## config.mk

```make
export PLATFORM = sky130hd
export DESIGN_NAME = spi_ram_responder_flat
export DESIGN_NICKNAME = d
export VERILOG_FILES = /design/src/rtl/spi_ram_responder_if.sv /design/src/rtl/spi_ram_responder.sv /design/src/flat_wrapper.sv
export SDC_FILE = /design/constraint.sdc
export NUM_CORES = 1
export LEC_CHECK = 0
export ABC_AREA = 0
export CAP_MARGIN = 40
export CORE_MARGIN = 10
export CORE_UTILIZATION = 40
export CTS_CLUSTER_SIZE = 12
export DETAILED_ROUTE_END_ITERATION = 10
export PLACE_DENSITY = 0.56
export SYNTH_ARGS = -nofsm -noshare
export SYNTH_HDL_FRONTEND = slang
export SYNTH_SLANG_ARGS = --single-unit
```

## constraint.sdc

```tcl
create_clock -name clk -period 2.35 [get_ports clk]
set_input_delay 0.47 -clock clk [delete_from_list [all_inputs] [get_ports clk]]
set_output_delay 0.47 -clock clk [all_outputs]
set_load 0.005 [all_outputs]
```

## src/rtl/spi_ram_responder_if.sv

```systemverilog
// SPI pin and backing-store bus bundle for spi_ram_responder.
// The master modport is the environment side; the slave modport is the responder.
interface spi_ram_responder_if;
   logic        spi_cs_n;
   logic        spi_sck;
   logic        spi_mosi;
   logic        spi_miso;
   logic [15:0] mem_addr;
   logic [7:0]  mem_wdata;
   logic        mem_we;
   logic        mem_re;
   logic [7:0]  mem_rdata;
   logic        active;
   logic        cmd_err;

   modport slave (
      input  spi_cs_n, spi_sck, spi_mosi, mem_rdata,
      output spi_miso, mem_addr, mem_wdata, mem_we, mem_re, active, cmd_err
   );

   modport master (
      output spi_cs_n, spi_sck, spi_mosi, mem_rdata,
      input  spi_miso, mem_addr, mem_wdata, mem_we, mem_re, active, cmd_err
   );
endinterface

```

## src/rtl/spi_ram_responder.sv

```systemverilog
// SPI mode-0 responder bridging READ (0x03) / WRITE (0x02) commands to a byte-wide store.
// Optional macro SPI_RESP_RDSR_EN adds RDSR (0x05), which returns 0x40 with no address phase.
module spi_ram_responder (
   input  logic               clk,
   input  logic               rst_n,
   spi_ram_responder_if.slave bus
);
   typedef enum logic [2:0] {
      ST_IDLE   = 3'd0,
      ST_CMD    = 3'd1,
      ST_ADDR   = 3'd2,
      ST_READ   = 3'd3,
      ST_WRITE  = 3'd4,
      ST_IGNORE = 3'd5
   } state_e;

   localparam logic [7:0] CMD_READ   = 8'h03;
   localparam logic [7:0] CMD_WRITE  = 8'h02;
   localparam logic [7:0] CMD_RDSR   = 8'h05;
   localparam logic [7:0] RDSR_VALUE = 8'h40;

   logic [1:0]  cs_sync_q;
   logic [1:0]  sck_sync_q;
   logic [1:0]  mosi_sync_q;
   logic        cs_prev_q;
   logic        sck_prev_q;

   state_e      state_q;
   logic [3:0]  bit_cnt_q;
   logic [15:0] shift_q;
   logic [15:0] addr_q;
   logic [7:0]  tx_q;
   logic        is_write_q;
   logic        rdsr_q;
   logic        rd_cap_q;
   logic        miso_q;
   logic [15:0] mem_addr_q;
   logic [7:0]  mem_wdata_q;
   logic        mem_we_q;
   logic        mem_re_q;
   logic        active_q;
   logic        cmd_err_q;

   logic        sck_rise_d;
   logic        sck_fall_d;
   logic        cs_fall_d;
   logic        cs_rise_d;
   logic [15:0] shift_d;
   logic [15:0] addr_inc_d;

   assign sck_rise_d = sck_sync_q[1] & ~sck_prev_q;
   assign sck_fall_d = ~sck_sync_q[1] & sck_prev_q;
   assign cs_fall_d  = ~cs_sync_q[1] & cs_prev_q;
   assign cs_rise_d  = cs_sync_q[1] & ~cs_prev_q;
   assign shift_d    = {shift_q[14:0], mosi_sync_q[1]};
   assign addr_inc_d = addr_q + 16'd1;

   assign bus.spi_miso  = miso_q;
   assign bus.mem_addr  = mem_addr_q;
   assign bus.mem_wdata = mem_wdata_q;
   assign bus.mem_we    = mem_we_q;
   assign bus.mem_re    = mem_re_q;
   assign bus.active    = active_q;
   assign bus.cmd_err   = cmd_err_q;

   // Two-flop synchronizers for the asynchronous SPI pins plus edge-detect history.
   always_ff @(posedge clk or negedge rst_n) begin
      if (!rst_n) begin
         cs_sync_q   <= 2'b11;
         sck_sync_q  <= 2'b00;
         mosi_sync_q <= 2'b00;
         cs_prev_q   <= 1'b1;
         sck_prev_q  <= 1'b0;
      end else begin
         cs_sync_q   <= {cs_sync_q[0], bus.spi_cs_n};
         sck_sync_q  <= {sck_sync_q[0], bus.spi_sck};
         mosi_sync_q <= {mosi_sync_q[0], bus.spi_mosi};
         cs_prev_q   <= cs_sync_q[1];
         sck_prev_q  <= sck_sync_q[1];
      end
   end

   // Transaction FSM with all outputs registered.
   always_ff @(posedge clk or negedge rst_n) begin
      if (!rst_n) begin
         state_q     <= ST_IDLE;
         bit_cnt_q   <= 4'd0;
         shift_q     <= 16'h0000;
         addr_q      <= 16'h0000;
         tx_q        <= 8'h00;
         is_write_q  <= 1'b0;
         rdsr_q      <= 1'b0;
         rd_cap_q    <= 1'b0;
         miso_q      <= 1'b0;
         mem_addr_q  <= 16'h0000;
         mem_wdata_q <= 8'h00;
         mem_we_q    <= 1'b0;
         mem_re_q    <= 1'b0;
         active_q    <= 1'b0;
         cmd_err_q   <= 1'b0;
      end else begin
         mem_we_q  <= 1'b0;
         mem_re_q  <= 1'b0;
         cmd_err_q <= 1'b0;
         rd_cap_q  <= mem_re_q;
         active_q  <= ~cs_sync_q[1];

         if (cs_rise_d) begin
            // Deselect wins over any partial byte: nothing further reaches the store.
            state_q  <= ST_IDLE;
            miso_q   <= 1'b0;
            rdsr_q   <= 1'b0;
            rd_cap_q <= 1'b0;
         end else begin
            case (state_q)
               ST_IDLE: begin
                  if (cs_fall_d) begin
                     state_q   <= ST_CMD;
                     bit_cnt_q <= 4'd0;
                     miso_q    <= 1'b0;
                  end
               end
               ST_CMD: begin
                  if (sck_rise_d) begin
                     shift_q   <= shift_d;
                     bit_cnt_q <= bit_cnt_q + 4'd1;
                     if (bit_cnt_q == 4'd7) begin
                        bit_cnt_q <= 4'd0;
                        case (shift_d[7:0])
                           CMD_READ: begin
                              state_q    <= ST_ADDR;
                              is_write_q <= 1'b0;
                           end
                           CMD_WRITE: begin
                              state_q    <= ST_ADDR;
                              is_write_q <= 1'b1;
                           end
`ifdef SPI_RESP_RDSR_EN
                           CMD_RDSR: begin
                              state_q <= ST_READ;
                              rdsr_q  <= 1'b1;
                              tx_q    <= RDSR_VALUE;
                           end
`endif
                           default: begin
                              state_q   <= ST_IGNORE;
                              cmd_err_q <= 1'b1;
                           end
                        endcase
                     end
                  end
               end
               ST_ADDR: begin
                  if (sck_rise_d) begin
                     shift_q   <= shift_d;
                     bit_cnt_q <= bit_cnt_q + 4'd1;
                     if (bit_cnt_q == 4'd15) begin
                        addr_q <= shift_d;
                        if (is_write_q) begin
                           state_q <= ST_WRITE;
                        end else begin
                           state_q    <= ST_READ;
                           mem_re_q   <= 1'b1;
                           mem_addr_q <= shift_d;
                        end
                     end
                  end
               end
               ST_READ: begin
                  // Store data lands the clk after mem_re; falls come at least 4 clk later.
                  if (rd_cap_q && !rdsr_q) begin
                     tx_q <= bus.mem_rdata;
                  end else if (sck_fall_d) begin
                     miso_q <= tx_q[7];
                     tx_q   <= {tx_q[6:0], 1'b0};
                  end
                  if (sck_rise_d) begin
                     bit_cnt_q <= bit_cnt_q + 4'd1;
                     if (bit_cnt_q == 4'd7) begin
                        bit_cnt_q <= 4'd0;
                        if (rdsr_q) begin
                           tx_q <= RDSR_VALUE;
                        end else begin
                           addr_q     <= addr_inc_d;
                           mem_re_q   <= 1'b1;
                           mem_addr_q <= addr_inc_d;
                        end
                     end
                  end
               end
               ST_WRITE: begin
                  if (sck_rise_d) begin
                     shift_q   <= shift_d;
                     bit_cnt_q <= bit_cnt_q + 4'd1;
                     if (bit_cnt_q == 4'd7) begin
                        bit_cnt_q   <= 4'd0;
                        mem_we_q    <= 1'b1;
                        mem_addr_q  <= addr_q;
                        mem_wdata_q <= shift_d[7:0];
                        addr_q      <= addr_inc_d;
                     end
                  end
               end
               ST_IGNORE: begin
                  miso_q <= 1'b0;
               end
               default: begin
                  state_q <= ST_IDLE;
                  miso_q  <= 1'b0;
               end
            endcase
         end
      end
   end
endmodule

```

## src/flat_wrapper.sv

```systemverilog
// flat-port wrapper written by rule: the top's interface ports become plain ports
module spi_ram_responder_flat 
  (clk, rst_n, bus_spi_cs_n, bus_spi_sck, bus_spi_mosi, bus_mem_rdata, bus_spi_miso, bus_mem_addr, bus_mem_wdata, bus_mem_we, bus_mem_re, bus_active, bus_cmd_err);
  spi_ram_responder_if bus_i ();
  input  logic clk;
  input  logic rst_n;
  input wire logic [$bits(bus_i.spi_cs_n)-1:0] bus_spi_cs_n;
  input wire logic [$bits(bus_i.spi_sck)-1:0] bus_spi_sck;
  input wire logic [$bits(bus_i.spi_mosi)-1:0] bus_spi_mosi;
  input wire logic [$bits(bus_i.mem_rdata)-1:0] bus_mem_rdata;
  output wire logic [$bits(bus_i.spi_miso)-1:0] bus_spi_miso;
  output wire logic [$bits(bus_i.mem_addr)-1:0] bus_mem_addr;
  output wire logic [$bits(bus_i.mem_wdata)-1:0] bus_mem_wdata;
  output wire logic [$bits(bus_i.mem_we)-1:0] bus_mem_we;
  output wire logic [$bits(bus_i.mem_re)-1:0] bus_mem_re;
  output wire logic [$bits(bus_i.active)-1:0] bus_active;
  output wire logic [$bits(bus_i.cmd_err)-1:0] bus_cmd_err;
  assign bus_i.spi_cs_n = bus_spi_cs_n;
  assign bus_i.spi_sck = bus_spi_sck;
  assign bus_i.spi_mosi = bus_spi_mosi;
  assign bus_i.mem_rdata = bus_mem_rdata;
  assign bus_spi_miso = bus_i.spi_miso;
  assign bus_mem_addr = bus_i.mem_addr;
  assign bus_mem_wdata = bus_i.mem_wdata;
  assign bus_mem_we = bus_i.mem_we;
  assign bus_mem_re = bus_i.mem_re;
  assign bus_active = bus_i.active;
  assign bus_cmd_err = bus_i.cmd_err;
  spi_ram_responder u_core (.clk(clk), .rst_n(rst_n), .bus(bus_i));
endmodule
```

==> flow_summary.json, run 1 <==
{
  "worstPathCellList": "ha_1 -> nand3b_1 -> nor2_1 -> o211a_1 -> buf_4 -> a21oi_1 -> a21oi_1",
  "cts_root_buffer": "clkbuf_8",
  "synth_top_area_frac": 0.461,
  "insertion_delay_ns": 0.38,
  "synth_cell_types": 69,
  "synth_edf_count": 0,
  "numCtsBuffers": 9,
  "synth.area.mux_share": 0.0888,
  "fillers": 1039,
  "antenna_found_initial": 0,
  "yosysTopAreaCell": "dfrtp_1",
  "synth-seq-cells": 85,
  "cap_violations": 0,
  "io_pins": 42,
  "critPathSlowestCell": "o211a_1",
  "cp_max_fo": 13,
  "antenna_cells": 0,
  "synth_area_leaders": "dfrtp_1 (46%), mux2_2 (7.1%), o21ai_0 (3.9%)",
  "finalCritPeriodShare": 0.898,
  "yosys.area_share.xor_xnor": 0.0157,
  "utilization": 0.486,
  "swShare": 0.377,
  "globalplace.congestion": 0.815,
  "synthTopCellsByCount": "dfrtp_1 (82), nand2_1 (41), o21ai_0 (35), a21oi_1 (33), nor2_1 (33)",
  "syn_inst": 448,
  "critPathTopFamily": "compound AO/OA/AOI/OAI gates",
  "ff_latch_area_mm2": 0.00213,
  "layout-area-overhead-vs-synth_pct": 18.8,
  "yosys_most_used_dff": "dfrtp_1",
  "rsz0062_at_grt": "false",
  "setup-violations-final": 0,
  "clockBufferDepth": 2,
  "hp-class": "in -> async",
  "arrival_ns": 2.41,
  "routedWlPerCell_um": 16.9,
  "fp.dieW_um": 126,
  "cts_tree": "built",
  "p_int_mw": 3.81,
  "chipHeight_um": 126,
  "syn-cell-area_mm2": 0.00445,
  "ir_worst_vdd_uv": 460,
  "drtPass1Iterations": 5,
  "power.switching_mw": 2.30,
  "min_period_ns": 2.11,
  "grt_pass1_wl_mm": 18.1,
  "synth.net_count": 463,
  "leakage_nw": 2.19,
  "drt_first_iter_violations": 291,
  "start_util": 0.409,
  "ant_nets": 0,
  "synth_compound_area_frac": 0.201,
  "ys.warnings.count": 0,
  "finalWirelength_mm": 10.8,
  "synth-adder-area-share": 0.00562,
  "vias": 3593,
  "seqPwrFrac": 0.371,
  "postCtsSetupRepairBufs": 0,
  "status": "completed",
  "finalHoldViolations": 0,
  "endpoint_kind": "flip-flop",
  "clock-sinks": 85,
  "synth_top_family_by_area": "compound AO/OA/AOI/OAI gates",
  "grt_max_degree": 46,
  "ys_seq_area_frac": 0.478,
  "core_area_mm2": 0.0109,
  "cts_resized": 0,
  "synth_simple_gate_area_frac": 0.161,
  "drv_slew": 0,
  "cpMostUsedCell": "a21oi_1",
  "fmax_mhz": 474,
  "viasPerCell": 5.62,
  "p_clk_frac": 0.194,
  "synthArstFlopShare": 1.00,
  "nNetsFinal": 509,
  "fin_tns_setup_ns": 0,
  "clock_skew_ns": 0.00997,
  "multi_input_area_mm2": 0.00210,
  "crit_path_start_kind": "flip-flop",
  "critPathKind": "reg -> reg",
  "cts_hold_buffers": 0,
  "clkTransAtPathRegs_ns": 0.08,
  "htreeDepth": 3,
  "overflow": 0,
  "synth_area_per_cell_um2": 9.94,
  "slew-limit-headroom": 0.629,
  "crit_buf_inv": 1,
  "fp-row-count": 38,
  "worst_slew_pin_slew_ns": 0.551,
  "dp_hpwl_mm": 7.59,
  "grt_usage": 0.139,
  "cp.required_ns": 2.65,
  "comb_power_share": 0.434,
  "first_global_vias": 3507,
  "pwr_density_cell_mw_per_mm2": 1150,
  "synth_most_common_cell": "dfrtp_1",
  "remaining_drc_errors": 0,
  "numPortBuffers": 41,
  "dieArea_mm2": 0.0158,
  "crit_path_max_incr_delay_ns": 0.51,
  "drive_gt1_frac": 0.160
}
-- layer usage --
metal / global-route usage / part of all wire / routed length [µm] / vias to the layer above
li1: - / - / - / 1737
met1: 0.184 / 0.47 / 5090 / 1751
met2: 0.211 / 0.46 / 4950 / 86
met3: 0.0313 / 0.047 / 502 / 19
met4: 0.0617 / 0.021 / 228 / 0
met5: 0 / 0 / 0 / -
-- cell usage in the layout (no fill, tap or decap), types with 3 or more instances in the layout --
cell / synthesis / layout
xor2_1: 4 / 4
nand2_1: 41 / 41
or3_1: 3 / 3
clkbuf_8: 0 / 11
a31oi_1: 7 / 7
o31ai_1: 5 / 5
nor2_1: 33 / 33
dfrtp_1: 82 / 82
and3_1: 5 / 5
o22a_1: 4 / 4
a22oi_1: 5 / 5
dfstp_2: 3 / 3
o21ai_1: 4 / 4
inv_1: 10 / 10
nand3_1: 12 / 12
a221oi_1: 5 / 5
buf_4: 7 / 24
a21o_1: 3 / 3
a21oi_1: 33 / 33
o2bb2ai_1: 3 / 3
xnor2_1: 4 / 4
nor4_1: 3 / 3
mux2i_1: 8 / 8
o22ai_1: 4 / 4
nor2b_1: 5 / 5
nand3b_1: 3 / 3
o21ai_0: 35 / 35
nor3_1: 10 / 10
mux2_2: 28 / 28
nand2b_1: 3 / 3
a211oi_1: 3 / 3
nand4_1: 4 / 4
clkdlybuf4s50_1: 0 / 40
-- sequential cells by signal (all words and copies together), names as in the netlist --
| signal | flops |
|---|---|
| u_core.shift_q | 15 |
| u_core.bus.mem_addr | 16 |
| u_core.bit_cnt_q | 4 |
| u_core.sck_prev_q | 1 |
| u_core.addr_q | 16 |
| u_core.bus.active | 1 |
| u_core.state_q | 3 |
| u_core.bus.mem_we | 1 |
| u_core.cs_sync_q | 2 |
| u_core.bus.spi_miso | 1 |
| u_core.bus.mem_wdata | 8 |
| u_core.bus.cmd_err | 1 |
| u_core.tx_q | 8 |
| u_core.cs_prev_q | 1 |
| u_core.sck_sync_q | 2 |
| u_core.is_write_q | 1 |
| u_core.mosi_sync_q | 2 |
| u_core.bus.mem_re | 1 |
| u_core.rd_cap_q | 1 |
-- worst reg2reg max path, delay by kind of cell (launching register included) --
| kind | cells | cell delay [ns] |
|---|---|---|
| buffers and inverters | 1 | 0.24 |
| adder cells (fa/ha/maj) | 1 | 0.21 |
| AO/OA/AOI/OAI | 3 | 0.70 |
| flip-flops | 1 | 0.37 |
| AND/OR/NAND/NOR | 2 | 0.51 |
-- area by class of cell --
| class | instances | area share |
|---|---|---|
| Sequential cell | 85 | 0.403 |
| Multi-Input combinational cell | 322 | 0.397 |
| Timing Repair Buffer | 66 | 0.117 |
| Tap cell | 140 | 0.0331 |
| Clock buffer | 13 | 0.0300 |
| Clock inverter | 3 | 0.0128 |
| Inverter | 10 | 0.00709 |
-- kinds of logic (layout without fill, tap and decap cells) --
logic type | count (synthesis) | after routing
and+or+nand+nor | 139 | 139
AOI/OAI and AO/OA | 137 | 137
DFF | 85 | 85
buffers and inverters | 41 | 92
muxes | 36 | 36
xor gates and xnor gates | 8 | 8
adders and majority gates | 2 | 2
-- metrics by stage --
| stage | setup WS [ns] | hold slack [ns] | power [mW] | instance area (µm²) | cells |
|---|---|---|---|---|---|
| after detailed placement | 0.232 | 0.335 | 4.98 | 5070 | 623 |
| final | 0.239 | 0.0746 | 6.11 | 5290 | 639 |
| after global routing | 0.00564 | 0.101 | 6.59 | 5290 | 639 |
| after global placement | 0.308 | 0.333 | 4.90 | 5070 | 623 |
| after CTS | 0.200 | 0.0866 | 6.18 | 5290 | 639 |
| after floorplan | 0.470 | 0.174 | 4.03 | 4450 | 448 |
-- power groups by stage --
stage	sequential, mW	combinational (mW)	clock (mW)
after floorplan	2.19	1.84	0
after global placement	2.28	2.62	0
after detailed placement	2.30	2.68	0
after CTS	2.27	2.69	1.22
after global routing	2.34	2.97	1.28
final	2.27	2.65	1.19
-- worst paths after layout --
check / startpoint / endpoint / slack, ns / cells after the start
worst max-delay path: u_core.bit_cnt_q[0] / u_core.addr_q[11] / 0.24 / 7
worst min-delay path: rst_n / u_core.tx_q[6] / 0.07 / 1
worst max register to register: u_core.bit_cnt_q[0] / u_core.addr_q[11] / 0.24 / 7
worst min register to register: u_core.sck_sync_q[0] / u_core.sck_sync_q[1] / 0.35 / 0
max in group asynchronous: rst_n / u_core.bus.mem_addr[3] / 1.63 / 2
min in group clk: u_core.sck_sync_q[0] / u_core.sck_sync_q[1] / 0.35 / 0
No activity file was read; power rests on OpenSTA's default activity.
==> run 2: changes to the inputs <==
Settings changed: SETUP_SLACK_MARGIN set to 0.4.
==> run 2 against run 1 <==
- first-iteration DRC count down 2.7%
- design area up 2.2%
- hold slack worse by 0.0039 ns
- utilization is 1.1 points higher
- combinational power is 2% higher
- flip-flop and latch count unchanged
- die area unchanged
- wire length is 0.61% higher
- sequential power is essentially flat
- via count is 0.39% lower
- clock power about the same
==> flow_summary.json, run 2 (synthesis results as in run 1) <==
{
  "status": "completed",
  "drt_first_iter_violations": 283,
  "dp_hpwl_mm": 7.59,
  "vias": 3579,
  "crit_path_start_kind": "flip-flop",
  "layout-area-overhead-vs-synth_pct": 21.5,
  "clock_skew_ns": 0.00799,
  "core_area_mm2": 0.0109,
  "cap_violations": 0,
  "cp.required_ns": 2.67,
  "grt_max_degree": 46,
  "fp.dieW_um": 126,
  "overflow": 0,
  "fin_tns_setup_ns": 0,
  "start_util": 0.409,
  "dieArea_mm2": 0.0158,
  "slew-limit-headroom": 0.639,
  "drive_gt1_frac": 0.198,
  "endpoint_kind": "flip-flop",
  "grt_pass1_wl_mm": 18.1,
  "finalCritPeriodShare": 0.816,
  "io_pins": 42,
  "numPortBuffers": 41,
  "utilization": 0.497,
  "min_period_ns": 1.92,
  "viasPerCell": 5.56,
  "final_common_cell": "dfrtp_1",
  "finalWirelength_mm": 10.8,
  "first_global_vias": 3511,
  "fmax_mhz": 521,
  "cp_max_fo": 7,
  "antenna_cells": 0,
  "grt_usage": 0.139,
  "pwr_density_cell_mw_per_mm2": 1140,
  "worst_slew_pin_slew_ns": 0.542,
  "leakage_nw": 2.23,
  "clkTransAtPathRegs_ns": 0.09,
  "finalHoldViolations": 0,
  "critPathKind": "reg -> reg",
  "rsz0062_at_grt": "true",
  "htreeDepth": 3,
  "globalplace.congestion": 0.815,
  "cts_tree": "built",
  "routedWlPerCell_um": 16.8,
  "insertion_delay_ns": 0.37,
  "ant_nets": 0,
  "ff_latch_area_mm2": 0.00214,
  "multi_input_area_mm2": 0.00218,
  "drv_slew": 0,
  "clock-sinks": 85,
  "cts_hold_buffers": 0,
  "numCtsBuffers": 9,
  "drtPass1Iterations": 5,
  "fp-row-count": 38,
  "fillers": 1015,
  "arrival_ns": 2.24,
  "remaining_drc_errors": 0,
  "antenna_found_initial": 0,
  "hp-class": "in -> async",
  "chipHeight_um": 126,
  "cts_root_buffer": "clkbuf_8",
  "placed_cells": 623,
  "clockBufferDepth": 2,
  "layout_common_cells": "dfrtp_1 (78), nand2_1 (40), clkdlybuf4s50_1 (40)",
  "setup-violations-final": 0,
  "final_cells": 644,
  "ir_worst_vdd_uv": 410,
  "nNetsFinal": 514
}
[run 2: cell count changes in the layout (fill, tap and decap cells not counted), moves of 2 or more]
cell     previous run  this run
nor2_2              1         3
dfrtp_2             0         4
nor2_4              1         3
dfrtp_1            82        78
buf_4              24        27
nand3_1            12        10
nor2_1             33        30
nand3_2             0         2
[run 2: layout make-up]
class                           instances  area share
Multi-Input combinational cell        323       0.403
Tap cell                              140      0.0324
Timing Repair Buffer                   70       0.121
Clock inverter                          3      0.0125
Sequential cell                        85       0.395
Inverter                               10     0.00694
Clock buffer                           13      0.0294
[run 2: metal layers]
layer	part of all wire	GRT usage
met1	0.48	0.184
met2	0.46	0.211
met3	0.034	0.0313
met4	0.020	0.0617
met5	0	0
[run 2: through the flow]
step	hold WS [ns]	instance area (µm²)	worst slack, ns	total power [mW]
5_1_grt	0.101	5410	0.326	6.67
3_3_place_gp	0.333	5070	0.308	4.90
6_report	0.0707	5410	0.431	6.18
4_1_cts	0.0866	5310	0.376	6.18
2_1_floorplan	0.174	4450	0.470	4.03
3_5_place_dp	0.335	5070	0.232	4.98
[run 2: repair_timing]
item,4_1_cts,5_1_grt
cloned,0,1
buffers inserted,0,4
gates resized for setup,6,17
endpoints found under the setup margin,24,29
pin swaps,0,3
[run 2: power breakdown]
part | total [mW] | switching (mW) | internal, mW
sequential | 2.29 | 0.400 | 1.89
clock | 1.19 | 0.532 | 0.658
combinational | 2.71 | 1.40 | 1.30
[run 2: worst max-delay path, stage by stage (launching register included)]
cell and delay [ns]:
dfrtp_2 0.42, nand4_1 0.24, or2_1 0.33, or4_1 0.50, a21oi_1 0.20, o22a_1 0.16
[run 2: worst paths after layout]
kind	cells past startpoint	to	slack, ns	start
max	5	u_core.bus.mem_addr[15]	0.43	u_core.addr_q[11]
min	1	u_core.tx_q[6]	0.07	rst_n
max reg2reg	5	u_core.bus.mem_addr[15]	0.43	u_core.addr_q[11]
min reg2reg	0	u_core.sck_sync_q[1]	0.35	u_core.sck_sync_q[0]
max in group asynchronous	2	u_core.addr_q[0]	1.62	rst_n
min in group clk	0	u_core.sck_sync_q[1]	0.35	u_core.sck_sync_q[0]
==> RTL change 1: new RTL, config.mk and constraints of run 1 <==
Make the reset (`rst_n`) synchronous in 2 clocked blocks. Comments in the files are not updated.
--- a/src/rtl/spi_ram_responder.sv
+++ b/src/rtl/spi_ram_responder.sv
@@ -65,5 +65,5 @@
 
    // Two-flop synchronizers for the asynchronous SPI pins plus edge-detect history.
-   always_ff @(posedge clk or negedge rst_n) begin
+   always_ff @(posedge clk) begin
       if (!rst_n) begin
          cs_sync_q   <= 2'b11;
@@ -82,5 +82,5 @@
 
    // Transaction FSM with all outputs registered.
-   always_ff @(posedge clk or negedge rst_n) begin
+   always_ff @(posedge clk) begin
       if (!rst_n) begin
          state_q     <= ST_IDLE;
Function: differs if rst_n is asserted again (counterexample within 4 cycles, from zero or initial values and one cycle with rst_n low); with rst_n held inactive, the same outputs for 10 cycles.
==> RTL change 1 against run 1 <==
  * Critical path depth did not move
  * Core utilization increased by 0.17 points
  * Non-clock buffer count is 6 higher
  * First-iteration DRC count is 7.9% lower
  * Synthesized area fell by 2.3%
  * Fmax shrank 3.3%
  * Sequential cell count did not move
  * Wire length increased by 12%
  * Setup slack got worse by 0.072 ns
  * Cell area fell by 0.97%
  * Highest routed layer unchanged
Power is not compared: it rests on default switching activity, and its combinational part moved more than twofold at a synthesized area within 25%.
==> RTL change 1: results (changes against run 1) <==
async_flop_share: 0  # -1.000
hpwlAfterDp_um: 8732  # +15%
p_leak_nw: 1.929
ys_warn_count: 0  # unchanged
grt_max_degree: 40  # -13%
ys_types: 69  # unchanged
grt_antenna_before_repair: 0  # unchanged
dp_slack_ns: 0.2255  # -0.006652 ns
grt_use_total: 0.1559  # +0.01687
clkLatencyLatePin_ns: 0.38  # about the same
syn_nets: 531  # +15%
holdCritPathClass: "flop to flop"
grt_pass1_vias: 3771  # +7.5%
postCtsSetupBuffers: 0  # unchanged
port_buffers: 41  # unchanged
cts_buffer_depth: 2  # unchanged
yosys-top-cells-count: "85 x dfxtp_1, 68 x nor2_1, 37 x a21oi_1, 37 x mux2i_1, 28 x nand2_1"
drive_gt1_frac: 0.1078  # -0.05255
post_cts_resized: 0  # unchanged
cts-buffers-inserted: 9  # unchanged
cp.required_ns: 2.66  # about the same
fillCellCount: 1079  # +3.8%
cts-root-buf: "clkbuf_8"
ys_seq_area_frac: 0.3910  # -0.08734
gp_congestion: 0.9274  # +14%
fin_skew_ns: 0.01098  # +0.001010 ns
p_int_w: 0.002324
ctsHtreeMaxLevel: 3  # unchanged
grt_pass1_wl_um: 20190  # +11%
worst_slew_pin_slew_ns: 0.6526  # +0.1016 ns
wl_per_cell_um: 17.07  # +1.2%
crit_fanout: 20  # +7
initialDrtViolationCount: 268  # -7.9%
outcome: "finished clean"
num_antenna_cells: 0  # unchanged
reg2reg_depth: 7  # unchanged
via_per_inst: 5.671  # +0.86%
holdPathStages: 1
yosys-top-cells-area: "dfxtp_1 39%, mux2i_1 8.5%, nor2_1 5.9%"
num-nets-final: 576  # +13%
drtPass1Iterations: 5  # unchanged
clkSlewWorstSetupHoldPaths_ns: 0.09
vdd_drop_max_v: 0.0003267
==> RTL change 1: critical path: stages (launching register included) <==
cell and delay (ns):
dfxtp_1 0.39, ha_1 0.25, and4b_1 0.33, nand2_2 0.21
a221o_1 0.38, buf_4 0.21, a211o_1 0.24, a21oi_1 0.11
==> RTL change 1: cell families (layout without fill, tap and decap cells) <==
group           count (synthesis)  after routing  share of synthesized area
flops                          85             85                     0.3910
compound gates                139            139                     0.2177
buf+inv                        50            100                    0.05031
mux                            37             37                    0.08511
fa+ha+maj                       2              2                   0.005750
xor+xnor                       11             11                    0.02214
simple gates                  192            192                     0.2280
==> RTL change 1: worst paths after layout <==
| kind | startpoint | end | slack (ns) |
|---|---|---|---|
| hold / removal | u_core.cs_sync_q[0] | u_core.cs_sync_q[1] | 0.42 |
| setup reg to reg | u_core.bit_cnt_q[0] | u_core.addr_q[9] | 0.17 |
| hold reg to reg | u_core.cs_sync_q[0] | u_core.cs_sync_q[1] | 0.42 |
| setup / recovery | u_core.bit_cnt_q[0] | u_core.addr_q[9] | 0.17 |
==> RTL change 1: routing by layer <==
| metal | global-route usage | part of all wire | routed length [um] |
|---|---|---|---|
| met5 | 0 | 0 | 0 |
| met2 | 0.2270 | 0.44 | 5306 |
| met1 | 0.2112 | 0.48 | 5731 |
| met4 | 0.06032 | 0.017 | 206 |
| met3 | 0.04383 | 0.067 | 805 |
==> RTL change 1: metrics by stage <==
stage / power [W] / cells / instance area [um^2] / util
floorplan: 0.001787 / 516 / 4352 / -
global placement: 0.001951 / 690 / 5009 / 0.4661
detailed placement: 0.001955 / 690 / 5009 / 0.4661
CTS: 0.003167 / 706 / 5243 / 0.4879
global route: 0.003275 / 706 / 5243 / 0.4879
finish: 0.003133 / 706 / 5243 / 0.4879
==> RTL change 1: layout make-up <==
| class | count | area [um^2] | area share |
|---|---|---|---|
| Timing Repair Buffer | 72 | 655.6 | 0.1251 |
| Inverter | 12 | 45.04 | 0.008592 |
| Clock inverter | 5 | 82.58 | 0.01575 |
| Tap cell | 140 | 175.2 | 0.03341 |
| Multi-Input combinational cell | 381 | 2431 | 0.4637 |
| Clock buffer | 11 | 151.4 | 0.02888 |
| Sequential cell | 85 | 1702 | 0.3246 |
==> RTL change 1: power by group through the flow <==
stage                     registers (W)  logic (W)  clock network, W
after floorplan                 0.00153   0.000254                 0
after global placement          0.00154   0.000413                 0
after detailed placement        0.00154   0.000416                 0
after CTS                       0.00151   0.000418           0.00124
after global routing            0.00151   0.000458           0.00131
final                           0.00151   0.000417           0.00121
==> RTL change 2: new RTL, settings of run 1 <==
Made on the original files. Build with the macro `SPI_RESP_RDSR_EN` defined.
--- a/src/rtl/spi_ram_responder.sv
+++ b/src/rtl/spi_ram_responder.sv
@@ -1,4 +1,6 @@
 // SPI mode-0 responder bridging READ (0x03) / WRITE (0x02) commands to a byte-wide store.
 // Optional macro SPI_RESP_RDSR_EN adds RDSR (0x05), which returns 0x40 with no address phase.
+`define SPI_RESP_RDSR_EN
+
 module spi_ram_responder (
    input  logic               clk,
Formal check against the unedited RTL: same outputs for any inputs over 10 cycles, from zero or initial values and one cycle with rst_n low; that may be too few to reach the edited logic, so the function may still have changed.
==> RTL change 2 against run 1 <==
  * Wire length up 14%
  * Cell area up 6.6%
  * Total power down 6.6%
  * First-iteration DRC count up 49%
  * Highest routed layer unchanged
  * Sequential cell count up 1
  * Critical endpoint is now u_core.bus.mem_addr[12]
  * Synthesized area up 5.3%
  * Sequential power down 4%
  * Setup slack worse by 0.063 ns
==> RTL change 2: results (changes against run 1) <==
wl_per_cell_um: 18.24  # +8.2%
synth.area.mux_share: 0.06619  # -0.02258
routed.top_layer: "met4"
via_per_inst: 5.813  # +3.4%
port_buffers: 41  # unchanged
place_inst: 657  # +5.5%
yosys-top-cells-count: "83 x dfrtp_1, 52 x nor2_1, 32 x a21oi_1"
ys_types: 70  # +1.4%
dr_wl_met2_um: 5035  # +1.7%
clkSlewWorstSetupHoldPaths_ns: 0.07
initialDrtViolationCount: 434  # +49%
final_antenna_net_count: 0  # unchanged
grt_use_total: 0.1529  # +0.01392
synth-compound-area-share: 0.2239  # +0.02251
grt_max_degree: 40  # -13%
cts_buffer_depth: 2  # unchanged
synthAdderAreaFrac: 0.005338  # -0.0002804
cp.required_ns: 2.57  # -0.08 ns
dpl_cell_area_mm2: 0.005343  # +5.4%
cp-start-kind: "flop"
wl_met3_um: 1009  # +100%
hpwlAfterDp_um: 8889  # +17%
outcome: "finished clean"
crit_fanout: 9  # -4
vias: 3912  # +8.9%
async_flop_share: 1.000  # unchanged
cts-root-buf: "clkbuf_16"
p_per_area_mw_per_mm2: 1012  # -12%
wl_met1_um: 6042  # +19%
drtPass1Iterations: 7  # +2
holdCritPathClass: "input port to asynchronous set/reset pin"
synth_xor_area_frac: 0.01121  # -0.004521
clkLatencyLatePin_ns: 0.34  # -0.04 ns
num-nets-final: 540  # +6.1%
dp_slack_ns: 0.2053  # -0.02691 ns
syn_nets: 494  # +6.7%
p_leak_nw: 2.366  # +8.2%
ys_seq_area_frac: 0.4598  # -0.01854
cts-buffers-inserted: 9  # unchanged
grt_pass1_wl_um: 20260  # +12%
drive_gt1_frac: 0.1642  # +0.003830
gp_congestion: 0.9066  # +11%
relSlewSlack: 0.6356  # +0.006357
fillCellCount: 1057  # +1.7%
netlist_instances: 479  # +6.9%
reg2reg_from: "u_core.addr_q[0]"
grt_pass1_vias: 3737  # +6.6%
fin_skew_ns: 0.006674  # -0.003297 ns
yosys-top-cells-area: "dfrtp_1 44%, mux2_2 5.5%, nor2_1 4.2%"
vdd_drop_max_v: 0.0005344  # +16%
grt_antenna_before_repair: 0  # unchanged
[RTL change 2: metal layers]
| metal | vias to the layer above | GRT usage |
|---|---|---|
| met3 | 12 | 0.03846 |
| met4 | 0 | 0.05563 |
| li1 | 1876 | - |
| met2 | 131 | 0.2064 |
| met5 | - | 0 |
| met1 | 1893 | 0.2271 |
[RTL change 2: path summary, 6_finish.rpt]
path	end	slack [ns]	depth (start not counted)
max in group asynchronous	u_core.cs_prev_q	1.60	2
hold / removal	u_core.bit_cnt_q[2]	0.10	1
setup reg to reg	u_core.bus.mem_addr[12]	0.18	6
hold reg to reg	u_core.sck_sync_q[1]	0.35	0
setup / recovery	u_core.bus.mem_addr[12]	0.18	6
min in group clk	u_core.sck_sync_q[1]	0.35	0
[RTL change 2: final cells by class]
class                   instances  area share
multi-input cells             346      0.4092
flip-flops and latches         86      0.3820
well taps                     143     0.03170
inverters                      14    0.009311
clock buffers                   9     0.03990
repair buffers                 68      0.1148
clock inverters                 7     0.01308
[RTL change 2: cells by family after synthesis]
logic type,count (synthesis)
mux,28
flops,86
simple gates,160
fa+ha+maj,2
buf+inv,47
xor+xnor,6
compound gates,150
[RTL change 2: timing repair]
item | 4_1_cts | 5_1_grt
endpoints found under the setup margin | 0 | 1
buffers inserted | 0 | 0
gates resized for setup | 0 | 1
[RTL change 2: worst max-delay path, stage by stage (launching register included)]
cell and delay [ns]:
dfrtp_1 0.50, ha_2 0.31, nand4_1 0.22, or4_1 0.58
xnor2_1 0.15, a21oi_1 0.20, a21oi_1 0.09
[RTL change 2: where the power goes]
group          switching, W  internal [W]
Combinational       0.00112      0.000994
Clock              0.000601      0.000827
Sequential         0.000356       0.00181
